File: config.mk
export PLATFORM = sky130hd
export DESIGN_NAME = uart_rx_fifo
export DESIGN_NICKNAME = d
export VERILOG_FILES = /design/src/rtl/uart_rx_fifo.sv
export SDC_FILE = /design/constraint.sdc
export NUM_CORES = 1
export LEC_CHECK = 0
export BUFFER_PORTS_ARGS = -buffer_cell sky130_fd_sc_hd__buf_2
export CAP_MARGIN = 20
export CELL_PAD_IN_SITES_DETAIL_PLACEMENT = 0
export CELL_PAD_IN_SITES_GLOBAL_PLACEMENT = 1
export CORE_MARGIN = 2
export CORE_UTILIZATION = 40
export CTS_CLUSTER_DIAMETER = 30
export DETAILED_ROUTE_END_ITERATION = 10
export GPL_TIMING_DRIVEN = 1
export PLACE_DENSITY = 0.69
export SYNTH_ARGS = -nofsm -noshare
export SYNTH_HDL_FRONTEND = slang
export SYNTH_SLANG_ARGS = --single-unit
File: constraint.sdc
create_clock -name clk -period 3.6 [get_ports clk]
set_clock_uncertainty 0.2 [all_clocks]
set_input_delay 0.18 -clock clk [delete_from_list [all_inputs] [get_ports clk]]
set_output_delay 0.18 -clock clk [all_outputs]
set_load 0.02 [all_outputs]
File: src/rtl/uart_rx_fifo.sv
// Receive FIFO behind a UART receiver: first-word-fall-through byte queue
// with a per-entry parity-error tag, occupancy flags and a sticky overrun flag.
module uart_rx_fifo #(
    parameter int DEPTH    = 16,
    parameter int AF_LEVEL = 12
) (
    input  logic                       clk,
    input  logic                       reset,
    input  logic                       rx_valid_in,
    input  logic [7:0]                 rx_data_in,
    input  logic                       rx_parity_ok_in,
    input  logic                       rd_en,
    input  logic                       overrun_clr,
    output logic [7:0]                 rd_data,
    output logic                       rd_parity_err,
    output logic                       empty,
    output logic                       full,
    output logic                       almost_full,
    output logic [$clog2(DEPTH):0]     count,
    output logic                       overrun
);

    localparam int AW = $clog2(DEPTH);
    localparam int CW = AW + 1;
    localparam logic [CW-1:0] DEPTH_CNT = CW'(DEPTH);
    localparam logic [CW-1:0] AF_CNT    = CW'(AF_LEVEL);

    // {parity_err, data}; storage needs no reset since count gates visibility
    logic [8:0]    mem [DEPTH];

    logic [AW-1:0] wr_ptr_reg, wr_ptr_next;
    logic [AW-1:0] rd_ptr_reg, rd_ptr_next;
    logic [CW-1:0] count_reg, count_next;
    logic          overrun_reg, overrun_next;

    logic          do_write;
    logic          do_read;
    logic          overrun_evt;
    logic [8:0]    head_entry;

    assign empty       = (count_reg == '0);
    assign full        = (count_reg == DEPTH_CNT);
    assign almost_full = (count_reg >= AF_CNT);
    assign count       = count_reg;
    assign overrun     = overrun_reg;

    // A full queue still accepts a byte when the consumer pops on the same edge
    assign do_read     = rd_en && !empty;
    assign do_write    = rx_valid_in && (!full || rd_en);
    assign overrun_evt = rx_valid_in && full && !rd_en;

    always_comb begin
        wr_ptr_next = wr_ptr_reg;
        rd_ptr_next = rd_ptr_reg;
        count_next  = count_reg;
        if (do_write) begin
            wr_ptr_next = wr_ptr_reg + AW'(1);
        end
        if (do_read) begin
            rd_ptr_next = rd_ptr_reg + AW'(1);
        end
        if (do_write && !do_read) begin
            count_next = count_reg + CW'(1);
        end else if (do_read && !do_write) begin
            count_next = count_reg - CW'(1);
        end
    end

    // A fresh overrun outranks a coincident clear so no drop goes unreported
    always_comb begin
        overrun_next = overrun_reg;
        if (overrun_evt) begin
            overrun_next = 1'b1;
        end else if (overrun_clr) begin
            overrun_next = 1'b0;
        end
    end

    always_ff @(posedge clk or negedge reset) begin
        if (!reset) begin
            wr_ptr_reg  <= '0;
            rd_ptr_reg  <= '0;
            count_reg   <= '0;
            overrun_reg <= 1'b0;
        end else begin
            wr_ptr_reg  <= wr_ptr_next;
            rd_ptr_reg  <= rd_ptr_next;
            count_reg   <= count_next;
            overrun_reg <= overrun_next;
        end
    end

    always_ff @(posedge clk) begin
        if (do_write) begin
            mem[wr_ptr_reg] <= {~rx_parity_ok_in, rx_data_in};
        end
    end

    assign head_entry = mem[rd_ptr_reg];

    always_comb begin
        rd_data       = 8'h00;
        rd_parity_err = 1'b0;
        if (!empty) begin
            rd_data       = head_entry[7:0];
            rd_parity_err = head_entry[8];
        end
    end

endmodule

==> flow_results.org, run 1 <==
** Setup path
- Of all nets on the critical path, the largest fanout is 8.
- By instance count, the cell type seen most on the critical path is sky130_fd_sc_hd__ha_1.
- Critical Path RT :: around 3.7 ns
- Startpoint type of the worst setup path :: register
- Max stage delay on crit path :: ~0.60 ns
- The setup path with the least slack is of type register to register.
- Register-to-register setup slack :: 0.34 ns
- Worst path arrival time :: around 3.3 ns
- The signal on the critical path passes through or4_4, o31ai_4, inv_2, ha_1, inv_1, ha_1, nor2b_1, o21a_1, o2111ai_1, o311ai_0.
- STA classifies the critical path endpoint as a register.
- On the critical path, the stage with the largest delay is an instance of sky130_fd_sc_hd__or4_4.

** STA
- Headroom to the max-slew limit came out at 33.7%.
- Post-route worst setup slack :: between 0.3 and 0.4 ns
- The tightest hold path in the finished design has a slack of approximately 0.055 ns.
- Setup repair after global routing left no endpoint under its margin.
- Count of final setup violators :: 0
- Crit path time final :: approximately 3.3 ns
- Pins over their slew limit :: 0
- Number of endpoints with negative hold slack in the final report :: 0
- Max Freq :: 306 MHz
- Adding up every negative setup slack in the final design gives 0 ns.
- After layout, the worst path uses about nine tenths of the clock period.
- For the pin with the worst max-slew slack, the measured transition is ~1 ns.

** Synth
- Number of synthesized register bits :: between 150 and 200
- Sequential cell area fraction in the yosys report :: a little over 70%
- Synthesized instance count :: about 340
- Dominant cells by area after synthesis :: sky130_fd_sc_hd__edfxtp_1 67%, sky130_fd_sc_hd__mux4_2 13%, sky130_fd_sc_hd__dfrtp_1 5.4%
- Averaged over all synthesized cells, the footprint is a little under 20 um^2.
- In this run the biggest area consumer among cell types represents ~67% of the synthesized area.
- The number of nets in the synthesized netlist is 360.
- After synthesis, the most frequently instantiated cells are 144 x sky130_fd_sc_hd__edfxtp_1, 36 x sky130_fd_sc_hd__mux4_2, 14 x sky130_fd_sc_hd__dfrtp_1, 13 x sky130_fd_sc_hd__o21ai_0, 11 x sky130_fd_sc_hd__inv_1.
- Counting flops with a built-in enable in the synthesized netlist gives between 100 and 150.
- The synthesized design spends more area on one cell type than any other, namely sky130_fd_sc_hd__edfxtp_1.
- In this run the cell area of the synthesized design comes to around 6500 um^2.
- Among all cell types in the netlist, the one instantiated most often is sky130_fd_sc_hd__edfxtp_1.
- Leading register cell type out of synthesis :: sky130_fd_sc_hd__edfxtp_1
- During synthesis, Yosys emitted a total of 0 warnings.
- After synthesis, the share of flip-flops with an asynchronous set or reset is 8.86%.
- Synth unique cells :: 34

** Route
- The routed layout has approximately 3200 vias.
- For this run, design rule violations remaining after detail routing come to 0.
- The first routing iteration left roughly 310 violations.
- After detailed routing, the number of vias per cell comes to about 5.2.
- Routed length per instance :: slightly above 20 um
- For this block, the routed nets add up to ~12000 um of wire.
- Detailed Routing Iterations Pass 1 :: 5
- The detail route stage leaves a number of antenna-violating nets equal to 0.

** Clock network
- Maximum root-to-sink buffer count :: 2
- In this run, post-CTS repair resized a total of 0 instances.
- Clock slew at reported path FFs :: around 0.06 ns
- In this run the clock root is driven by a sky130_fd_sc_hd__clkbuf_16.
- Clock tree synthesis found a total of approximately 160 sinks.
- Clock latency at the later pin of the worst-skew pair :: just over 0.4 ns
- Clock buffers created by TritonCTS :: 17
- TritonCTS built the clock tree.
- The H-tree was split into 4 levels.

** Floorplan
- Total die area :: 17200 um^2
- # rows :: between 40 and 50
- Horizontal extent of the die :: ~130 um
- The initial utilization of the core area, before any placement, comes to about 41%.
- Core region area :: 15800 um^2
- 32 I/O pins were placed.
- Floorplan die height :: 131 um

** GRT
- Entering global routing, the biggest net connects 21 pins.
- The via count of the first global-routing pass was 3414.
- Total congestion overflow :: 0
- Across every metal layer, demand over resource in global routing totals around 16%.
- Wire length of the first global-routing pass :: between 15000 and 20000 um
- The number of antenna violations at the first check in global routing is 0.

** Placement
- OpenSTA, run right after detailed placement, puts the worst setup slack at ~0.35 ns.
- Buffers placed on the I/O ports in this run total 31.
- HPWL after detailed placement :: about 7900 um
- At the end of routability-driven placement, the weighted congestion stood at roughly 0.75.

** Layout
- The register with the most flip-flops in the layout has about 140 of them.
- Diodes inserted :: 0
- Layout cells sized above 1 :: between 20% and 30%
- NumNets Final :: between 400 and 500
- Area growth from synthesis to layout :: 17.5%
- Final standard cell utilization of the core :: between 40% and 50%

** Pwr
- The analysis attributes to cell leakage a power of between 2 and 3 nW.
- Sum of internal, switching and leakage power :: ~0.006 W
- Power per cell area :: around 800 nW/um^2
- Peak VDD IR :: 0.394 mV

** Worst hold path
- Hold crit path type :: input port to register

** Job
- The tool flagged a number of max-cap violations equal to 0.

** Status
- Result of the run :: finished, final reports clean
cell type report:
class / count / area, um^2
fillers: 1323 / 8240
flip-flops and latches: 158 / 4680
multi-input cells: 149 / 1660
clock buffers: 19 / 433
repair buffers: 53 / 353
well taps: 216 / 270
clock inverters: 12 / 145
inverters: 12 / 45.0
kinds of logic after synthesis:
group / synth area share [%]
compound gates: 3.00
xor+xnor: 1.22
fa+ha+maj: 2.25
buf+inv: 1.82
flops: 72.4
mux: 15.7
simple gates: 3.59
layer usage:
layer	vias to the layer above	global-route usage, %	share of wire, %
met4	0	5.57	1.4
met3	16	4.52	3.8
met1	1656	19.5	44
met5	-	0	0
li1	1447	-	-
met2	70	26.6	51
stage by stage:
stage	area [um^2]	cells
final	7590	619
after global routing	7590	619
after CTS	7590	619
after global placement	6880	575
after detailed placement	6880	575
after floorplan	6450	335
critical path: cells and delay by family, from the launching register on:
kind	cells	cell delay [ns]
buffers and inverters	2	0.31
AOI/OAI and AO/OA	4	0.89
DFF	1	0.41
and+or+nand+nor	2	0.75
adders and majority gates	2	0.57
final timing paths:
kind | start | to | cells after the start
setup / recovery | count[1]$_DFFE_PN0P_ | count[4]$_DFFE_PN0P_ | 10
hold / removal | rx_parity_ok_in | mem[2][8]$_DFFE_PP_ | 2
setup reg to reg | count[1]$_DFFE_PN0P_ | count[4]$_DFFE_PN0P_ | 10
hold reg to reg | count[0]$_DFFE_PN0P_ | count[0]$_DFFE_PN0P_ | 1
max in group asynchronous | reset | rd_ptr_reg[1]$_DFFE_PN0P_ | 3
min in group asynchronous | reset | overrun$_DFFE_PN0P_ | 3
cells in the final DEF, fill, tap and decap left out, drive strengths merged, types with 2 or more instances in the layout:
master and n:
o2111ai 3, ha 10, and3 4, bufinv 3
clkbuf 19, a21oi 10, nor2 7, o21ai 14
buf 40, edfxtp 144, and2 8, inv 13
mux4 36, dlygate4sd3 13, clkinv 7, xnor2 7
mux2i 9, nand2 8, mux2 10, dfrtp 14
nand3 9, xor2 2
where the power goes:
part | total, W | internal [W] | switching, W
Clock | 0.00176 | 0.00108 | 0.000681
Sequential | 0.00251 | 0.00225 | 0.000261
Combinational | 0.00190 | 0.000885 | 0.00102
Total | 0.00617 | 0.00421 | 0.00196
timing repair:
action,4_1_cts,5_1_grt
endpoints found under the hold margin,144,0
hold buffers,13,0
endpoints found under the setup margin,0,0
setup buffers,0,0
Note: power is estimated with default switching activity, not from simulation.
==> run 2, diff against run 1 <==
--- a/config.mk
+++ b/config.mk
@@ -10,11 +10,11 @@
 export CELL_PAD_IN_SITES_DETAIL_PLACEMENT = 0
 export CELL_PAD_IN_SITES_GLOBAL_PLACEMENT = 1
 export CORE_MARGIN = 2
-export CORE_UTILIZATION = 40
+export CORE_UTILIZATION = 30
 export CTS_CLUSTER_DIAMETER = 30
 export DETAILED_ROUTE_END_ITERATION = 10
 export GPL_TIMING_DRIVEN = 1
-export PLACE_DENSITY = 0.69
+export PLACE_DENSITY = 0.57
 export SYNTH_ARGS = -nofsm -noshare
 export SYNTH_HDL_FRONTEND = slang
 export SYNTH_SLANG_ARGS = --single-unit
==> run 2 against run 1 <==
Effect of this change: critical path depth is the same; utilization shrank 11 points; register-to-register slack lost 0.06 ns; sequential cell count is the same; worst hold slack lost 0.034 ns; worst setup slack lost 0.064 ns; sequential power is essentially flat; maximum frequency shrank 1.9%; clock power is essentially flat; critical endpoint unchanged.
==> flow_results.org, run 2 (same netlist as run 1, synthesis figures left out) <==
** Status
- Result of the run :: finished, final reports clean

** STA
- Crit path time final :: 3.33 ns (+0.0640 ns)
- Count of final setup violators :: 0 (unchanged)
- Final worst-path cycle share :: 92.5% (+1.8 points)
- The minimum setup slack in the final design is 0.271 ns (-0.0640 ns).
- Slew at the pin closest to its max-slew limit :: 0.817 ns (-0.174 ns)
- Worst slew slack as a fraction of its limit :: 45.5% (+12 points)
- The upper clock frequency limit came to 300 MHz (-1.9%).
- RSZ-0062 raised after global routing :: false
- The final number of max-transition violations came to 0 (unchanged).
- Number of endpoints with negative hold slack in the final report :: 0 (unchanged)
- The final-layout setup total negative slack was 0 ns (unchanged).

** Clock network
- TritonCTS built the clock tree.
- The clock net sink count was 158 (unchanged).
- The insertion delay of the later-clocked pin in the worst-skew pair was 0.42 ns (about the same).
- The buffer depth of the longest clock path was 2 (unchanged).
- The tree is rooted in a sky130_fd_sc_hd__clkbuf_16.
- Clock slew at reported path FFs :: 0.06 ns (about the same)
- Post-CTS setup buffer count :: 0 (unchanged)
- The number of clock buffers inserted by TritonCTS came to 17 (unchanged).
- The hold buffer count at cts is 13 (unchanged).
- Number of instances resized during post-cts repair :: 0 (unchanged)
- Deepest level of the CTS H-tree :: 4 (unchanged)

** Setup path
- Tracing the worst setup path back leads to its startpoint at count[1]$_DFFE_PN0P_.
- Worst setup EP type :: register
- Critical-path maximum fanout :: 8 (unchanged)
- By startpoint and endpoint, the worst setup path is classified as register to register.
- The worst setup path is launched from a register.
- The startpoint identified for the worst register-to-register timing path is count[1]$_DFFE_PN0P_.
- Worst path arrival time :: 3.40 ns (+0.06 ns)
- Critical Path RT :: 3.67 ns (about the same)

** Layout
- Leaving out fill and tap cells, the most frequent cell in the layout is sky130_fd_sc_hd__edfxtp_1.
- NumNets Final :: 417 (+0.24%)
- Diodes inserted :: 0 (unchanged)
- Flip-flop count of the largest register, all copies and words added :: 144 (unchanged)
- Area growth from synthesis to layout :: 19.2%
- The number of fill cells was 1969 (+49%).
- Most used cells in the layout excluding fill and tap cells :: 144 x sky130_fd_sc_hd__edfxtp_1, 36 x sky130_fd_sc_hd__mux4_2, 31 x sky130_fd_sc_hd__buf_2, 17 x sky130_fd_sc_hd__clkbuf_16
- Layout cells sized above 1 :: 30.2% (+0.92 points)
- The non-filler instance count after layout came to 679 (+9.7%).
- The utilization after layout was 36.5% (-11 points).
- Final non-filler cell area :: 7690 um^2 (+1.4%)

** Placement
- HPWL after detailed placement :: 8730 um (+10%)
- The worst setup slack after placement is 0.259 ns (-0.0911 ns).
- The cell area reported after detailed placement was 6970 um^2 (+1.4%).
- Placer's final routability congestion estimate :: 0.743 (-1.2%)
- Port-buffer cells :: 31 (unchanged)
- Post-Place Cells :: 635 (+10%)

** Route
- The number of design-rule violations left by the first detailed-router iteration came to 187 (-39%).
- Post-route DRC :: 0 (unchanged)
- The final antenna-violating net count is 0 (unchanged).
- The mean number of vias per cell was 4.78 (-7.2%).
- The number of detailed-routing iterations run before antenna repair is 4 (-1).
- Post-detailed-routing wire length :: 14000 um (+12%)
- The detailed-route via count is 3245 (+1.8%).
- The routed wirelength normalized by instance count came to 20.6 um (+2.4%).

** Floorplan
- Horizontal extent of the die :: 151 um (+15%)
- The core area came to 21100 um^2 (+33%).
- The height of the die came to 151 um (+15%).
- # rows :: 53 (+15%)
- Initial Util :: 30.6% (-10 points)
- Number of I/O pins :: 32 (unchanged)
- The overall die area is 22700 um^2 (+32%).

** GRT
- The via count of the first global-routing pass is 3451 (+1.1%).
- The pin count of the biggest net entering global routing was 29 (+38%).
- The number of antenna violations at the first check in global routing came to 0 (unchanged).
- The total global routing track utilization came to 13.4% (-2.4 points).
- Wire length of the first global-routing pass :: 21100 um (+11%)
- The remaining global-route overflow came to 0 (unchanged).

** Pwr
- Power per cell area :: 815 nW/um^2 (+0.19%)
- Peak VDD IR :: 0.404 mV (+2.6%)
- Static Leak :: 2.63 nW (+0.57%)

** Worst hold path
- Hold crit path type :: input port to register
- Startpoint of the tightest hold check path :: rx_valid_in

** Job
- Number of violations of the max-capacitance limit :: 0 (unchanged)
-- run 2: cell count changes in the layout (fill, tap and decap cells not counted), sizes merged --
cell / delta
clkinvlp: +1
clkinv: -2
inv: +2
clkbuf: -1
buf: +1
-- run 2: layer usage --
layer	track usage [%]	vias to the layer above	routed length, um
li1	-	1454	-
met1	18.0	1722	6540
met2	21.3	66	6980
met3	3.39	3	444
met4	4.21	0	23
met5	0	-	0
-- run 2: metrics by stage --
stage | hold slack [ns] | total power, W
after floorplan | -0.316 | 0.00387
after global placement | -0.0962 | 0.00452
after detailed placement | -0.0851 | 0.00455
after CTS | 0.00571 | 0.00637
after global routing | 0.0489 | 0.00661
final | 0.0205 | 0.00627
-- run 2: cell type report --
type | instances | area [um^2] | share of cell area [%]
clock buffer | 18 | 429 | 5.58
clock inverter | 13 | 163 | 2.11
inverter | 12 | 45.0 | 0.585
multi-input combinational | 149 | 1660 | 21.6
sequential | 158 | 4680 | 60.8
tap | 275 | 344 | 4.47
timing repair buffer | 54 | 373 | 4.85
-- run 2: worst paths after layout --
kind                                             endpoint  cells after the start  slack (ns)
worst max-delay path                 count[4]$_DFFE_PN0P_                     10        0.27
worst max register to register       count[4]$_DFFE_PN0P_                     10        0.27
max in group asynchronous       rd_ptr_reg[0]$_DFFE_PN0P_                      3        2.02
worst min register to register       count[0]$_DFFE_PN0P_                      1        0.37
worst min-delay path            wr_ptr_reg[0]$_DFFE_PN0P_                      4        0.02
min in group asynchronous            count[2]$_DFFE_PN0P_                      3        0.67
-- run 2: power by group --
group / total [W] / internal [W] / switching (W) / leakage (nW)
sequential: 0.00250 / 0.00225 / 0.000256 / 1.47
clock: 0.00179 / 0.00109 / 0.000704 / 0.285
combinational: 0.00197 / 0.000903 / 0.00107 / 0.879
total: 0.00627 / 0.00424 / 0.00203 / 2.63
-- run 2: critical path: stages (launching register included) --
cell	delay, ns
sky130_fd_sc_hd__dfrtp_1	0.42
sky130_fd_sc_hd__or4_4	0.59
sky130_fd_sc_hd__o31ai_4	0.35
sky130_fd_sc_hd__inv_2	0.13
sky130_fd_sc_hd__ha_1	0.30
sky130_fd_sc_hd__inv_1	0.17
sky130_fd_sc_hd__ha_1	0.26
sky130_fd_sc_hd__nor2b_1	0.15
sky130_fd_sc_hd__o21a_1	0.20
sky130_fd_sc_hd__o2111ai_1	0.22
sky130_fd_sc_hd__o311ai_0	0.17
